<file path="src/rtl/fei4_data_tx.sv">
// fei4_data_tx -- FE-I4 style DOBOUT transmitter.
// Pulls 24-bit records from a first-word-fall-through FIFO and frames them as
// K28.7, then three data bytes per record, then K28.1. K28.5 fills the line
// while idle. Every symbol is 8b10b-encoded with running disparity and sent
// one bit per CLK, bit 'a' first.
// Build option FEI4_DATA_TX_ERR_INJECT_EN adds the ERR_INJECT input. A rising
// edge on it forces a disparity error on the next D0 symbol.
module fei4_data_tx #(
  parameter int MAX_RECORDS = 16,
  parameter int IDLE_MIN    = 2
) (
  input  logic        CLK,
  input  logic        RST_B,
  input  logic        ENABLE,
  input  logic        FIFO_EMPTY,
  input  logic [23:0] FIFO_DATA,
`ifdef FEI4_DATA_TX_ERR_INJECT_EN
  input  logic        ERR_INJECT,
`endif
  output logic        FIFO_READ,
  output logic        TX_DATA,
  output logic        SYMBOL_STROBE,
  output logic        BUSY
);

  localparam logic [7:0] MAX_REC  = 8'(MAX_RECORDS);
  localparam logic [3:0] IDLE_REQ = 4'(IDLE_MIN);
  localparam logic [7:0] K28_1    = 8'h3C;
  localparam logic [7:0] K28_5    = 8'hBC;
  localparam logic [7:0] K28_7    = 8'hFC;

  typedef enum logic [2:0] {
    ST_IDLE, ST_SOF, ST_D0, ST_D1, ST_D2, ST_EOF
  } state_t;

  // 5b/6b sub-block, RD- form (abcdei)
  function automatic logic [5:0] tbl_5b6b(input logic [4:0] x);
    case (x)
      5'd0:  return 6'b100111;  5'd1:  return 6'b011101;
      5'd2:  return 6'b101101;  5'd3:  return 6'b110001;
      5'd4:  return 6'b110101;  5'd5:  return 6'b101001;
      5'd6:  return 6'b011001;  5'd7:  return 6'b111000;
      5'd8:  return 6'b111001;  5'd9:  return 6'b100101;
      5'd10: return 6'b010101;  5'd11: return 6'b110100;
      5'd12: return 6'b001101;  5'd13: return 6'b101100;
      5'd14: return 6'b011100;  5'd15: return 6'b010111;
      5'd16: return 6'b011011;  5'd17: return 6'b100011;
      5'd18: return 6'b010011;  5'd19: return 6'b110010;
      5'd20: return 6'b001011;  5'd21: return 6'b101010;
      5'd22: return 6'b011010;  5'd23: return 6'b111010;
      5'd24: return 6'b110011;  5'd25: return 6'b100110;
      5'd26: return 6'b010110;  5'd27: return 6'b110110;
      5'd28: return 6'b001110;  5'd29: return 6'b101110;
      5'd30: return 6'b011110;  default: return 6'b101011;
    endcase
  endfunction

  // 3b/4b sub-block, RD- form (fghj), primary D.x.7
  function automatic logic [3:0] tbl_3b4b(input logic [2:0] y);
    case (y)
      3'd0: return 4'b1011;  3'd1: return 4'b1001;
      3'd2: return 4'b0101;  3'd3: return 4'b1100;
      3'd4: return 4'b1101;  3'd5: return 4'b1010;
      3'd6: return 4'b0110;  default: return 4'b1110;
    endcase
  endfunction

  // Returns {rd_out, abcdei, fghj}; rd = 1 means RD+.
  // Only K28.y control symbols are ever requested.
  function automatic logic [10:0] enc_8b10b(input logic is_k, input logic [7:0] sym,
                                            input logic rd_in);
    logic [4:0] x;
    logic [2:0] y;
    logic [5:0] c6;
    logic [3:0] c4;
    logic       rd_mid;
    logic       bal6;
    logic       alt7;
    x    = sym[4:0];
    y    = sym[7:5];
    bal6 = 1'b0;
    alt7 = 1'b0;
    if (is_k) begin
      c6     = rd_in ? 6'b110000 : 6'b001111;
      rd_mid = ~rd_in;
      case (y)
        3'd5:    c4 = 4'b1010;
        3'd7:    c4 = 4'b1000;
        default: c4 = 4'b1001;
      endcase
      if (!rd_mid) c4 = ~c4;
    end else begin
      c6   = tbl_5b6b(x);
      bal6 = ($countones(c6) == 3);
      // D.7 is balanced but still has a distinct RD+ form
      if (rd_in && x == 5'd7)   c6 = 6'b000111;
      else if (rd_in && !bal6)  c6 = ~c6;
      rd_mid = bal6 ? rd_in : ~rd_in;
      // Alternate D.x.A7 avoids a run of five equal bits across the boundary
      alt7 = (y == 3'd7) &&
             ((!rd_mid && (x == 5'd17 || x == 5'd18 || x == 5'd20)) ||
              ( rd_mid && (x == 5'd11 || x == 5'd13 || x == 5'd14)));
      c4 = alt7 ? 4'b0111 : tbl_3b4b(y);
      if (rd_mid && y == 3'd3)                   c4 = 4'b0011;
      else if (rd_mid && $countones(c4) != 2)    c4 = ~c4;
    end
    return {(($countones(c4) == 2) ? rd_mid : ~rd_mid), c6, c4};
  endfunction

  state_t      state_reg, state_next, eff_state;
  logic [3:0]  bit_cnt_reg;
  logic        rd_reg, rd_next;
  logic [7:0]  rec_cnt_reg, rec_cnt_next;
  logic [3:0]  idle_cnt_reg, idle_cnt_next;
  logic [15:0] hold_reg, hold_next;
  logic [8:0]  shift_reg;
  logic        tx_data_reg, fifo_read_reg, strobe_reg, busy_reg;
  logic        load, pop, sym_k, inject_now;
  logic [7:0]  sym_byte;
  logic [10:0] enc;

  assign load = (bit_cnt_reg == 4'd0);

  // Symbol selection and next-state decode, applied only at a symbol load.
  // A frame start is decided at the IDLE load itself so SOF goes out at the
  // very next symbol boundary instead of one idle symbol later.
  always_comb begin
    eff_state     = state_reg;
    state_next    = state_reg;
    rec_cnt_next  = rec_cnt_reg;
    idle_cnt_next = idle_cnt_reg;
    hold_next     = hold_reg;
    sym_k         = 1'b0;
    sym_byte      = 8'h00;
    pop           = 1'b0;
    if (state_reg == ST_IDLE && ENABLE && !FIFO_EMPTY && idle_cnt_reg >= IDLE_REQ)
      eff_state = ST_SOF;
    case (eff_state)
      ST_IDLE: begin
        sym_k    = 1'b1;
        sym_byte = K28_5;
        if (idle_cnt_reg != 4'd15) idle_cnt_next = idle_cnt_reg + 4'd1;
      end
      ST_SOF: begin
        sym_k      = 1'b1;
        sym_byte   = K28_7;
        state_next = ST_D0;
      end
      ST_D0: begin
        sym_byte     = FIFO_DATA[23:16];
        hold_next    = FIFO_DATA[15:0];
        pop          = 1'b1;
        rec_cnt_next = rec_cnt_reg + 8'd1;
        state_next   = ST_D1;
      end
      ST_D1: begin
        sym_byte   = hold_reg[15:8];
        state_next = ST_D2;
      end
      ST_D2: begin
        sym_byte   = hold_reg[7:0];
        state_next = (!FIFO_EMPTY && ENABLE && rec_cnt_reg < MAX_REC) ? ST_D0 : ST_EOF;
      end
      ST_EOF: begin
        sym_k         = 1'b1;
        sym_byte      = K28_1;
        rec_cnt_next  = 8'd0;
        idle_cnt_next = 4'd0;
        state_next    = ST_IDLE;
      end
      default: state_next = ST_IDLE;
    endcase
  end

  // An injected symbol uses the code of the opposite disparity and leaves RD untouched
  assign enc     = enc_8b10b(sym_k, sym_byte, inject_now ? ~rd_reg : rd_reg);
  assign rd_next = inject_now ? rd_reg : enc[10];

`ifdef FEI4_DATA_TX_ERR_INJECT_EN
  logic err_in_d_reg, err_arm_reg;

  // Arm on an ERR_INJECT rising edge; disarm once the corrupted D0 is loaded
  always_ff @(posedge CLK or negedge RST_B) begin
    if (!RST_B) begin
      err_in_d_reg <= 1'b0;
      err_arm_reg  <= 1'b0;
    end else begin
      err_in_d_reg <= ERR_INJECT;
      if (ERR_INJECT && !err_in_d_reg) err_arm_reg <= 1'b1;
      else if (inject_now)             err_arm_reg <= 1'b0;
    end
  end

  assign inject_now = load && (eff_state == ST_D0) && err_arm_reg;
`else
  assign inject_now = 1'b0;
`endif

  // Bit counter, symbol load and serializer; outputs are all registered
  always_ff @(posedge CLK or negedge RST_B) begin
    if (!RST_B) begin
      state_reg     <= ST_IDLE;
      bit_cnt_reg   <= 4'd0;
      rd_reg        <= 1'b0;
      rec_cnt_reg   <= 8'd0;
      idle_cnt_reg  <= IDLE_REQ;
      hold_reg      <= 16'd0;
      shift_reg     <= 9'd0;
      tx_data_reg   <= 1'b0;
      fifo_read_reg <= 1'b0;
      strobe_reg    <= 1'b0;
      busy_reg      <= 1'b0;
    end else begin
      bit_cnt_reg   <= (bit_cnt_reg == 4'd9) ? 4'd0 : bit_cnt_reg + 4'd1;
      fifo_read_reg <= 1'b0;
      strobe_reg    <= 1'b0;
      if (load) begin
        state_reg     <= state_next;
        rd_reg        <= rd_next;
        rec_cnt_reg   <= rec_cnt_next;
        idle_cnt_reg  <= idle_cnt_next;
        hold_reg      <= hold_next;
        shift_reg     <= enc[8:0];
        tx_data_reg   <= enc[9];
        fifo_read_reg <= pop;
        strobe_reg    <= 1'b1;
        busy_reg      <= (eff_state != ST_IDLE);
      end else begin
        tx_data_reg <= shift_reg[8];
        shift_reg   <= {shift_reg[7:0], 1'b0};
      end
    end
  end

  assign TX_DATA       = tx_data_reg;
  assign FIFO_READ     = fifo_read_reg;
  assign SYMBOL_STROBE = strobe_reg;
  assign BUSY          = busy_reg;

endmodule

</file>
<file path="config.mk">
export PLATFORM = sky130hd
export DESIGN_NAME = fei4_data_tx
export DESIGN_NICKNAME = d
export VERILOG_FILES = /design/src/rtl/fei4_data_tx.sv
export SDC_FILE = /design/constraint.sdc
export NUM_CORES = 1
export LEC_CHECK = 0
export BUFFER_PORTS_ARGS = -buffer_cell sky130_fd_sc_hd__buf_2
export CORE_UTILIZATION = 45
export CTS_BUF_LIST = sky130_fd_sc_hd__clkbuf_8
export DETAILED_ROUTE_END_ITERATION = 8
export GPL_TIMING_DRIVEN = 0
export PLACE_DENSITY_LB_ADDON = 0.1
export REMOVE_ABC_BUFFERS = 1
export SYNTH_ARGS = -nofsm -noshare
export SYNTH_HDL_FRONTEND = slang
export SYNTH_SLANG_ARGS = --single-unit
</file>
<file path="constraint.sdc">
create_clock -name CLK -period 11 [get_ports CLK]
set_input_delay 2.75 -clock CLK [delete_from_list [all_inputs] [get_ports CLK]]
set_output_delay 2.75 -clock CLK [all_outputs]
set_load 0.05 [all_outputs]
</file>
==> results of run 1 <==
==> final timing paths <==
path,startpoint,end,slack [ns],cells after the start
min in group asynchronous,RST_B,SYMBOL_STROBE,2.64,1
min,shift_reg[5],shift_reg[6],0.46,2
min reg2reg,shift_reg[5],shift_reg[6],0.46,2
max,FIFO_DATA[16],rd_reg,0.51,36
max in group asynchronous,RST_B,hold_reg[7],7.68,1
max reg2reg,state_reg[2],rd_reg,1.96,34
==> stage by stage <==
step | instances | hold slack (ns) | TNS, ns
floorplan | 404 | 0.425 | 0
global placement | 537 | 0.439 | -0.457
detailed placement | 537 | 0.445 | -0.530
CTS | 545 | 0.465 | 0
global route | 547 | 0.497 | -0.0317
finish | 547 | 0.459 | 0
==> worst max-delay path: cells and delay by family <==
family                   cells  cell delay, ns
adder cells (fa/ha/maj)     12            4.17
AO/OA/AOI/OAI               11            2.07
buffers and inverters        7            0.53
AND/OR/NAND/NOR              6            1.14
==> cell usage in the layout, fill, tap and decap left out, types with 3 or more instances in the layout <==
cell type | Yosys | final
a211oi_1 | 5 | 5
a211oi_2 | 3 | 3
a21o_1 | 7 | 7
a21oi_1 | 20 | 20
a21oi_2 | 5 | 5
a22o_1 | 3 | 3
a31oi_1 | 6 | 6
and2_1 | 6 | 6
and3_1 | 3 | 3
buf_2 | 2 | 31
clkbuf_8 | 0 | 5
dfrtp_1 | 48 | 48
fa_1 | 5 | 5
ha_1 | 15 | 13
inv_1 | 20 | 19
mux2i_1 | 3 | 3
nand2_1 | 79 | 79
nand2b_1 | 7 | 7
nand3_1 | 12 | 12
nor2_1 | 32 | 32
nor2b_1 | 6 | 6
nor3_1 | 10 | 9
o211ai_1 | 3 | 3
o21ai_0 | 25 | 25
o21ai_1 | 4 | 4
or2_2 | 3 | 3
or2b_1 | 4 | 4
xnor2_1 | 7 | 7
xor2_1 | 7 | 7
==> metal layers <==
| layer | wire length, µm | part of all wire, % | vias up | global-route usage [%] |
|---|---|---|---|---|
| met5 | 0 | 0 | - | 0 |
| met4 | 88 | 1.2 | 0 | 4.76 |
| met3 | 241 | 3.2 | 10 | 2.93 |
| met2 | 3300 | 44 | 50 | 29.4 |
| met1 | 3800 | 51 | 1366 | 27.4 |
| li1 | - | - | 1525 | - |
==> what timing repair did <==
action | in CTS | in global routing
buffers inserted | 0 | 2
setup endpoints to repair | 1 | 1
pin swaps | 0 | 1
resized for setup | 4 | 9
==> logic make-up (layout without fill, tap and decap cells) <==
| logic type | Yosys count | count (layout) | synth area share [%] |
|---|---|---|---|
| XOR/XNOR | 14 | 14 | 3.44 |
| flip-flops | 49 | 49 | 34.4 |
| adder cells (fa/ha/maj) | 21 | 21 | 8.36 |
| buffers and inverters | 43 | 64 | 6.07 |
| AND/OR/NAND/NOR | 183 | 183 | 24.6 |
| multiplexers | 5 | 5 | 1.47 |
| AO/OA/AOI/OAI | 109 | 109 | 21.6 |
==> power by group through the flow <==
| stage | clock, mW | combinational (mW) | sequential [mW] |
|---|---|---|---|
| final | 0.109 | 0.829 | 0.250 |
| after global routing | 0.122 | 0.949 | 0.257 |
| after CTS | 0.113 | 0.791 | 0.250 |
| after detailed placement | 0 | 0.758 | 0.253 |
| after global placement | 0 | 0.732 | 0.253 |
| after floorplan | 0 | 0.595 | 0.252 |
==> final cells by class <==
class	instances	area, µm²
flip-flops and latches	49	1230
repair buffers	33	170
inverters	23	90.1
clock buffers	5	68.8
clock inverters	3	21.3
multi-input cells	332	2180
fillers	774	3800
well taps	102	128
==> summary.md, run 1 <==
| Metric | Value |
|---|---|
| Final Max Tran Viols | `0` |
| Final setup margin | `0.512 ns` |
| Drt drc | `0` |
| Die X-Extent | `91.0 µm` |
| CP max stage cell | `fa_1` |
| Die area | `8280 µm²` |
| Hold Path Class | `register to register` |
| Worst Path Required | `11.18 ns` |
| Async set or reset register ratio after synthesis | `100%` |
| Synth top cells by count | `nand2_1 (79), dfrtp_1 (48), nor2_1 (32)` |
| Initial core utilization | `46.4%` |
| Tmin final | `10.49 ns` |
| # rows | `32` |
| Fin util | `50.6%` |
| Worst rel slew slack | `26.9%` |
| Num CTS Buffers | `5` |
| Pre-CTS setup slack | `-0.530 ns` |
| Seq/Total Area, Yosys | `34.4%` |
| Antenna diodes | `0` |
| Switching Power | `0.575 mW` |
| Final Cycle Share | `95.3%` |
| Hpwl dp | `5350 µm` |
| Top_reg_cell synth | `dfrtp_1` |
| Post-synthesis register bit count | `49` |
| Via density | `5.39` |
| Top area cells in the synthesized netlist | `dfrtp_1 (34%), nand2_1 (8.3%), ha_1 (5.3%)` |
| WP data arrival | `10.67 ns` |
| DR iter-0 viols | `156` |
| CTS tree | `yes` |
| Max Freq | `95.3 MHz` |
| Max reg flops | `16` |
| Clk pwr share | `9.2%` |
| Initial antenna violation count | `0` |
| Worst vdd ir | `0.175 mV` |
| Yosys warning total | `0` |
| Outcome | `finished clean` |
| Syn Area/Cell | `8.40 µm²` |
| Vias in the first global route | `2,752` |
| Clock Path Buffers | `2` |
| Layout net count | `492` |
| First-pass GRT wire length | `12,800 µm` |
| Area Growth Syn to Fin | `9.06%` |
| Pin count of the biggest net entering global routing | `50` |
| 1st-pass router iterations | `4` |
| Ports | `32` |
| PwrDens | `306 nW/µm²` |
| Setup crit start kind | `primary input` |
| Clock latency at the later pin of the worst-skew pair | `0.31 ns` |
| Clock sink count | `49` |
| Post-synthesis cell count | `424` |
| Crit path max fanout | `10` |
| Total power | `1.19 mW` |
| DR WL/cell | `13.6 µm` |
| Top cell type's share of synthesized area | `33.7%` |
| Share of layout cells above drive strength 1 | `16.9%` |
| Syn Std Cell Area | `3560 µm²` |
| DP Area | `3720 µm²` |
| Int Pwr | `0.614 mW` |
| Hold Fails Final Rpt | `0` |
| Number of routed nets with antenna violations | `0` |
| Placer Congestion | `0.887` |
| Worst Clk Skew | `0.0131 ns` |
| Top-count cell post-synth | `nand2_1` |
| Placeable Area | `7690 µm²` |
| Detailed-route via count | `2,951` |
| P_leak | `1.77 nW` |
| Max-Cap Viols | `0` |
| Gr usage total | `18.9%` |
| Die height | `91.0 µm` |
| Root buf cell | `clkbuf_8` |
| Final setup fails | `0` |
| Total gr overflow | `0` |
| Kind of critical path | `primary input to register` |
| Final instance area | `3890 µm²` |
| Leading area contributor after synthesis | `dfrtp_1` |
| Least-Margin Pin Slew | `1.10 ns` |
| Comb power frac | `69.7%` |
| Sw Ratio | `48.3%` |
| Worst-path clk slew | `0.09 ns` |
| Synth cell types | `70` |
| Count of flip-flops with a built-in enable after synthesis | `0` |
| CP max stage delay | `0.54 ns` |
| H-tree depth | `2` |
| Final wirelength | `7430 µm` |
| Cts hold-fix bufs | `0` |
| Port Buf Inserts | `31` |
| Sequential power share | `21.1%` |
| Nature of the critical path endpoint | `register` |
No activity file was read; power rests on OpenSTA's default activity.
==> run 2, diff against run 1 <==
--- a/config.mk
+++ b/config.mk
@@ -5,6 +5,7 @@
 export SDC_FILE = /design/constraint.sdc
 export NUM_CORES = 1
 export LEC_CHECK = 0
+export ABC_AREA = 1
 export BUFFER_PORTS_ARGS = -buffer_cell sky130_fd_sc_hd__buf_2
 export CORE_UTILIZATION = 45
 export CTS_BUF_LIST = sky130_fd_sc_hd__clkbuf_8
==> run 2 against run 1 <==
Compared with the run above: cell count is 5.7% higher; via count up 1.4%; clock power is 20% higher; critical path depth is 4 higher; non-clock buffer count fell by 1; worst setup slack improved by 0.18 ns; global-route usage rose by 2.3 points; count of clock-buffer cells in the layout rose by 1; synthesized cell count grew 6.4%; sequential share of layout area is 2.6 points higher.
==> summary.md, run 2 <==
| Metric | Value |
|---|---|
| Via density | `5.17 (-4.1%)` |
| Nature of the critical path endpoint | `register` |
| Post-synthesis cell count | `451 (+6.4%)` |
| Die X-Extent | `86.8 µm (-4.6%)` |
| Hold Fails Final Rpt | `0 (unchanged)` |
| Final Max Tran Viols | `0 (unchanged)` |
| Clock latency at the later pin of the worst-skew pair | `0.30 ns (about the same)` |
| Final setup fails | `0 (unchanged)` |
| CTS tree | `yes` |
| Final wirelength | `7220 µm (-2.9%)` |
| Setup crit start kind | `primary input` |
| Gr usage total | `21.2% (+2.3 points)` |
| Number of routed nets with antenna violations | `0 (unchanged)` |
| Syn Std Cell Area | `3230 µm² (-9.2%)` |
| DR iter-0 viols | `158 (+1.3%)` |
| Initial core utilization | `47.1% (+0.73 points)` |
| Hold Path Class | `register to register` |
| Top cell type's share of synthesized area | `37.1% (+3.4 points)` |
| Pin count of the biggest net entering global routing | `50 (unchanged)` |
| Kind of critical path | `primary input to register` |
| Top-count cell post-synth | `nand2_1` |
| Die area | `7530 µm² (-9.0%)` |
| CP Buf/Inv Count | `11 (+4)` |
| Syn Area/Cell | `7.17 µm² (-15%)` |
| Post-synthesis register bit count | `49 (unchanged)` |
| H-tree depth | `2 (unchanged)` |
| Layout net count | `529 (+7.5%)` |
| Die height | `86.8 µm (-4.6%)` |
| Post-CTS Resized | `0 (-4)` |
| Total gr overflow | `0 (unchanged)` |
| Num CTS Buffers | `5 (unchanged)` |
| Ports | `32 (unchanged)` |
| Outcome | `finished clean` |
| CP max stage delay | `0.54 ns (about the same)` |
| Port Buf Inserts | `31 (unchanged)` |
| Post-CTS setup buffer count | `0 (unchanged)` |
| Area Growth Syn to Fin | `11.1%` |
| Most common cell on crit path | `inv_1` |
| Top area cells in the synthesized netlist | `dfrtp_1 (37%), nand2_1 (15%), nand3_1 (7.0%)` |
| Worst-path clk slew | `0.09 ns (about the same)` |
| First-pass GRT wire length | `12,600 µm (-1.8%)` |
| Drt drc | `0 (unchanged)` |
| Worst Clk Skew | `0.00718 ns (-0.00595 ns)` |
| Antenna diodes | `0 (unchanged)` |
| Final Cycle Share | `93.7% (-1.6 points)` |
| Worst rel slew slack | `22.0% (-5.0 points)` |
| # rows | `30 (-6.3%)` |
| Max reg flops | `16 (unchanged)` |
| Placer Congestion | `0.888 (+0.10%)` |
| Placeable Area | `6870 µm² (-11%)` |
| P_leak | `1.92 nW (+8.0%)` |
| Leading area contributor after synthesis | `dfrtp_1` |
| Final setup margin | `0.689 ns (+0.177 ns)` |
| Vias in the first global route | `2,711 (-1.5%)` |
| PwrDens | `163 nW/µm² (-47%)` |
| Fin util | `52.3% (+1.8 points)` |
| Async set or reset register ratio after synthesis | `100% (unchanged)` |
| Synth cell types | `35 (-50%)` |
| 1st-pass router iterations | `4 (unchanged)` |
| Commonest non-fill, non-tap cells in the layout | `nand2_1 (129), inv_1 (53), nor2_1 (49)` |
| RSZ-0062 raised after global routing | `false` |
| Share of layout cells above drive strength 1 | `12.4% (-4.4 points)` |
| Cts hold-fix bufs | `0 (unchanged)` |
| Max-Cap Viols | `0 (unchanged)` |
| Synth top cells by count | `nand2_1 (129), inv_1 (52), nor2_1 (50)` |
| Worst vdd ir | `0.0734 mV (-58%)` |
| Crit path max fanout | `9 (-1)` |
| Least-Margin Pin Slew | `1.16 ns (+0.0646 ns)` |
| Top_reg_cell synth | `dfrtp_1` |
| Clock sink count | `49 (unchanged)` |
| Commonest non-fill, non-tap cell in the layout | `nand2_1` |
| DR WL/cell | `12.5 µm (-8.1%)` |
| Worst path top cell family by delay | `adder cells` |
| Initial antenna violation count | `0 (unchanged)` |
| Max Freq | `97.0 MHz (+1.7%)` |
| WP data arrival | `10.48 ns (-0.19 ns)` |
| CP max stage cell | `o31ai_1` |
| Root buf cell | `clkbuf_8` |
| Worst Path Required | `11.17 ns (about the same)` |
| Clock Path Buffers | `2 (unchanged)` |
| Count of flip-flops with a built-in enable after synthesis | `0 (unchanged)` |
| Setup Total Neg Slack | `0 ns (unchanged)` |
| Seq/Total Area, Yosys | `37.9% (+3.5 points)` |
| Hpwl dp | `5500 µm (+2.7%)` |
| Pre-CTS setup slack | `0.430 ns (+0.960 ns)` |
| Yosys warning total | `0 (unchanged)` |
| Tmin final | `10.31 ns (-0.177 ns)` |
| Detailed-route via count | `2,991 (+1.4%)` |
-- run 2: cell types whose count changed after synthesis, sizes merged, moves of 8 or more --
cell    change
nor2       +18
inv        +39
nand3      +36
buf         -8
a211oi      -8
nand2      +49
-- run 2: worst min-delay path, cell delays in order, from the launching register on --
cell	delay, ns
dfrtp_1	0.34
nand2_1	0.05
nand2_1	0.05
-- run 2: stage by stage --
step | hold WS (ns) | cells | power (mW) | area [µm²]
6_report | 0.468 | 578 | 0.584 | 3590
5_1_grt | 0.489 | 578 | 0.635 | 3590
4_1_cts | 0.474 | 578 | 0.591 | 3590
3_5_place_dp | 0.450 | 570 | 0.457 | 3480
3_3_place_gp | 0.433 | 569 | 0.448 | 3460
2_1_floorplan | 0.425 | 442 | 0.400 | 3190
-- run 2: power breakdown --
group | switching (mW) | internal (mW) | total [mW]
sequential | 0.0134 | 0.198 | 0.211
combinational | 0.149 | 0.0932 | 0.242
clock | 0.0579 | 0.0732 | 0.131
-- run 2: final timing paths --
kind	start	end	slack, ns	cells past startpoint
worst max-delay path	FIFO_DATA[17]	rd_reg	0.69	40
worst min-delay path	shift_reg[1]	shift_reg[2]	0.47	2
worst max register to register	state_reg[2]	rd_reg	2.06	40
worst min register to register	shift_reg[1]	shift_reg[2]	0.47	2
max in group asynchronous	RST_B	shift_reg[8]	7.68	1
min in group asynchronous	RST_B	idle_cnt_reg[3]	2.66	1
-- run 2: layout make-up --
class / count / area (µm²)
clock inverter: 2 / 33.8
fill: 713 / 3280
sequential: 49 / 1230
multi-input combinational: 332 / 1730
inverter: 61 / 229
tap: 96 / 120
clock buffer: 6 / 82.6
timing repair buffer: 32 / 166
-- run 2: kinds of logic (layout without fill, tap and decap cells) --
group	count (synthesis)	in the layout	share of synthesized area (%)
adder cells (fa/ha/maj)	20	20	8.90
AO/OA/AOI/OAI	65	65	11.5
flip-flops	49	49	37.9
buffers and inverters	70	101	8.51
AND/OR/NAND/NOR	243	243	32.1
XOR/XNOR	4	4	1.08
-- run 2: metal layers --
layer  global-route usage (%)  wire [µm]
met5                        0          0
met4                     5.91        116
met3                     3.81        327
met2                     34.7       3260
met1                     28.7       3520
==> run 3, diff against run 2 <==
--- a/config.mk
+++ b/config.mk
@@ -7,7 +7,7 @@
 export LEC_CHECK = 0
 export ABC_AREA = 1
 export BUFFER_PORTS_ARGS = -buffer_cell sky130_fd_sc_hd__buf_2
-export CORE_UTILIZATION = 45
+export CORE_UTILIZATION = 35
 export CTS_BUF_LIST = sky130_fd_sc_hd__clkbuf_8
 export DETAILED_ROUTE_END_ITERATION = 8
 export GPL_TIMING_DRIVEN = 0
==> run 3 against run 2 <==
Compared with the run above: the flow now finishes with violations (design-rule violations); clock skew is 0.0058 ns higher; clock power is 9% lower; via count is 3.9% lower; critical path depth stayed put; core utilization is 12 points lower; sequential share of layout area is 0.071 points lower; cell area is 0.21% higher; cell count is 2.1% higher; sequential power hardly changed; worst setup slack better by 0.048 ns; combinational power is 2% lower; count of clock-buffer cells in the layout stayed put.
==> summary.md, run 3 (synthesis results as in run 2) <==
| Metric | Value |
|---|---|
| CP max stage delay | `0.51 ns (-0.03 ns)` |
| Pre-CTS setup slack | `0.388 ns (-0.0414 ns)` |
| DR WL/cell | `12.8 µm (+2.1%)` |
| CTS tree | `yes` |
| Hold Path Class | `register to register` |
| Final setup fails | `0 (unchanged)` |
| Die X-Extent | `98.1 µm (+13%)` |
| Share of layout cells above drive strength 1 | `12.7% (+0.21 points)` |
| Final setup margin | `0.738 ns (+0.0481 ns)` |
| Post-route insts no fill | `590 (+2.1%)` |
| Final instance area | `3600 µm² (+0.21%)` |
| Max Freq | `97.4 MHz (+0.47%)` |
| RSZ-0062 raised after global routing | `false` |
| Area Growth Syn to Fin | `11.3%` |
| Outcome | `finished, violations left` |
| # rows | `34 (+13%)` |
| Placeable Area | `8850 µm² (+29%)` |
| Final Max Tran Viols | `0 (unchanged)` |
| PwrDens | `158 nW/µm² (-2.9%)` |
| Nature of the critical path endpoint | `register` |
| Drt drc | `4 (+4)` |
| Port Buf Inserts | `31 (unchanged)` |
| Hpwl dp | `5620 µm (+2.3%)` |
| Setup Total Neg Slack | `0 ns (unchanged)` |
| Num CTS Buffers | `5 (unchanged)` |
| Max reg flops | `16 (unchanged)` |
| Antenna diodes | `0 (unchanged)` |
| # fillers | `973 (+36%)` |
| Vias in the first global route | `2,846 (+5.0%)` |
| H-tree depth | `2 (unchanged)` |
| Pin count of the biggest net entering global routing | `50 (unchanged)` |
| Kind of critical path | `primary input to register` |
| Final Cycle Share | `93.3% (-0.44 points)` |
| Tmin final | `10.26 ns (-0.0481 ns)` |
| Die area | `9630 µm² (+28%)` |
| Root buf cell | `clkbuf_8` |
| Worst rel slew slack | `24.1% (+2.2 points)` |
| Initial antenna violation count | `0 (unchanged)` |
| Post-CTS Resized | `0 (unchanged)` |
| Gr usage total | `17.2% (-4.0 points)` |
| Total power | `0.568 mW (-2.7%)` |
| Detailed-route via count | `2,873 (-3.9%)` |
| Number of routed nets with antenna violations | `0 (unchanged)` |
| Worst-path clk slew | `0.10 ns (about the same)` |
| Crit path max fanout | `9 (unchanged)` |
| # placed instances | `582 (+2.1%)` |
| Ports | `32 (unchanged)` |
| Total gr overflow | `0 (unchanged)` |
| Most common cell on crit path | `inv_1` |
| Fin Hold WS | `0.454 ns (-0.0133 ns)` |
| WP data arrival | `10.45 ns (-0.03 ns)` |
| Worst Clk Skew | `0.0130 ns (+0.00581 ns)` |
| Failing checks | `design-rule violations` |
| P_leak | `1.91 nW (-0.54%)` |
| Layout net count | `529 (unchanged)` |
| Commonest non-fill, non-tap cells in the layout | `nand2_1 (129), inv_1 (52), nor2_1 (49)` |
| 1st-pass router iterations | `7 (+3)` |
| First-pass GRT wire length | `13,300 µm (+5.7%)` |
| DP Area | `3500 µm² (+0.79%)` |
| DR iter-0 viols | `138 (-13%)` |
| Hold Fails Final Rpt | `0 (unchanged)` |
| CP max stage cell | `fa_1` |
| Fin util | `40.7% (-12 points)` |
| Clock latency at the later pin of the worst-skew pair | `0.32 ns (+0.02 ns)` |
| Clock Path Buffers | `2 (unchanged)` |
| Max-Cap Viols | `0 (unchanged)` |
| Worst Path Required | `11.19 ns (+0.02 ns)` |
| Least-Margin Pin Slew | `1.14 ns (-0.0228 ns)` |
| Via density | `4.87 (-5.9%)` |
| Worst vdd ir | `0.0743 mV (+1.2%)` |
| Clock sink count | `49 (unchanged)` |
| Die height | `98.1 µm (+13%)` |
| Setup crit start kind | `primary input` |
| Post-CTS setup buffer count | `0 (unchanged)` |
| Commonest non-fill, non-tap cell in the layout | `nand2_1` |
| Placer Congestion | `0.799 (-10%)` |
| Final wirelength | `7520 µm (+4.2%)` |
| Cts hold-fix bufs | `0 (unchanged)` |
| Initial core utilization | `36.6% (-11 points)` |
run 3: area by class of cell:
type                       count  area [µm²]  area share, %
tap                          108         135           3.75
multi-input combinational    332        1740           48.4
timing repair buffer          32         170           4.73
inverter                      61         229           6.36
clock inverter                 2        13.8          0.382
sequential                    49        1230           34.1
clock buffer                   6        82.6           2.29
run 3: where the power goes:
part	internal (mW)	total (mW)	leakage, nW	switching (mW)
Sequential	0.198	0.211	0.566	0.0134
Clock	0.0512	0.119	0.0512	0.0677
Combinational	0.0925	0.238	1.29	0.146
run 3: final timing paths:
path / start / end / slack, ns / depth (start not counted)
setup / recovery: FIFO_DATA[17] / rd_reg / 0.74 / 40
setup reg to reg: state_reg[2] / rd_reg / 2.08 / 40
hold reg to reg: shift_reg[3] / shift_reg[4] / 0.45 / 2
min in group asynchronous: RST_B / hold_reg[8] / 2.63 / 1
hold / removal: shift_reg[3] / shift_reg[4] / 0.45 / 2
max in group asynchronous: RST_B / shift_reg[2] / 7.65 / 1
run 3: critical path, delay by kind of cell:
kind	cells	cell delay [ns]
buf+inv	11	0.89
compound gates	3	0.83
xor+xnor	1	0.14
fa+ha+maj	12	3.99
simple gates	13	1.84
run 3: per-layer routing:
layer,vias up,global-route usage (%),wire [µm]
met5,-,0,0
met4,0,6.08,119
met3,10,2.79,261
met2,44,26.5,3190
met1,1304,24.3,3950
li1,1515,-,-
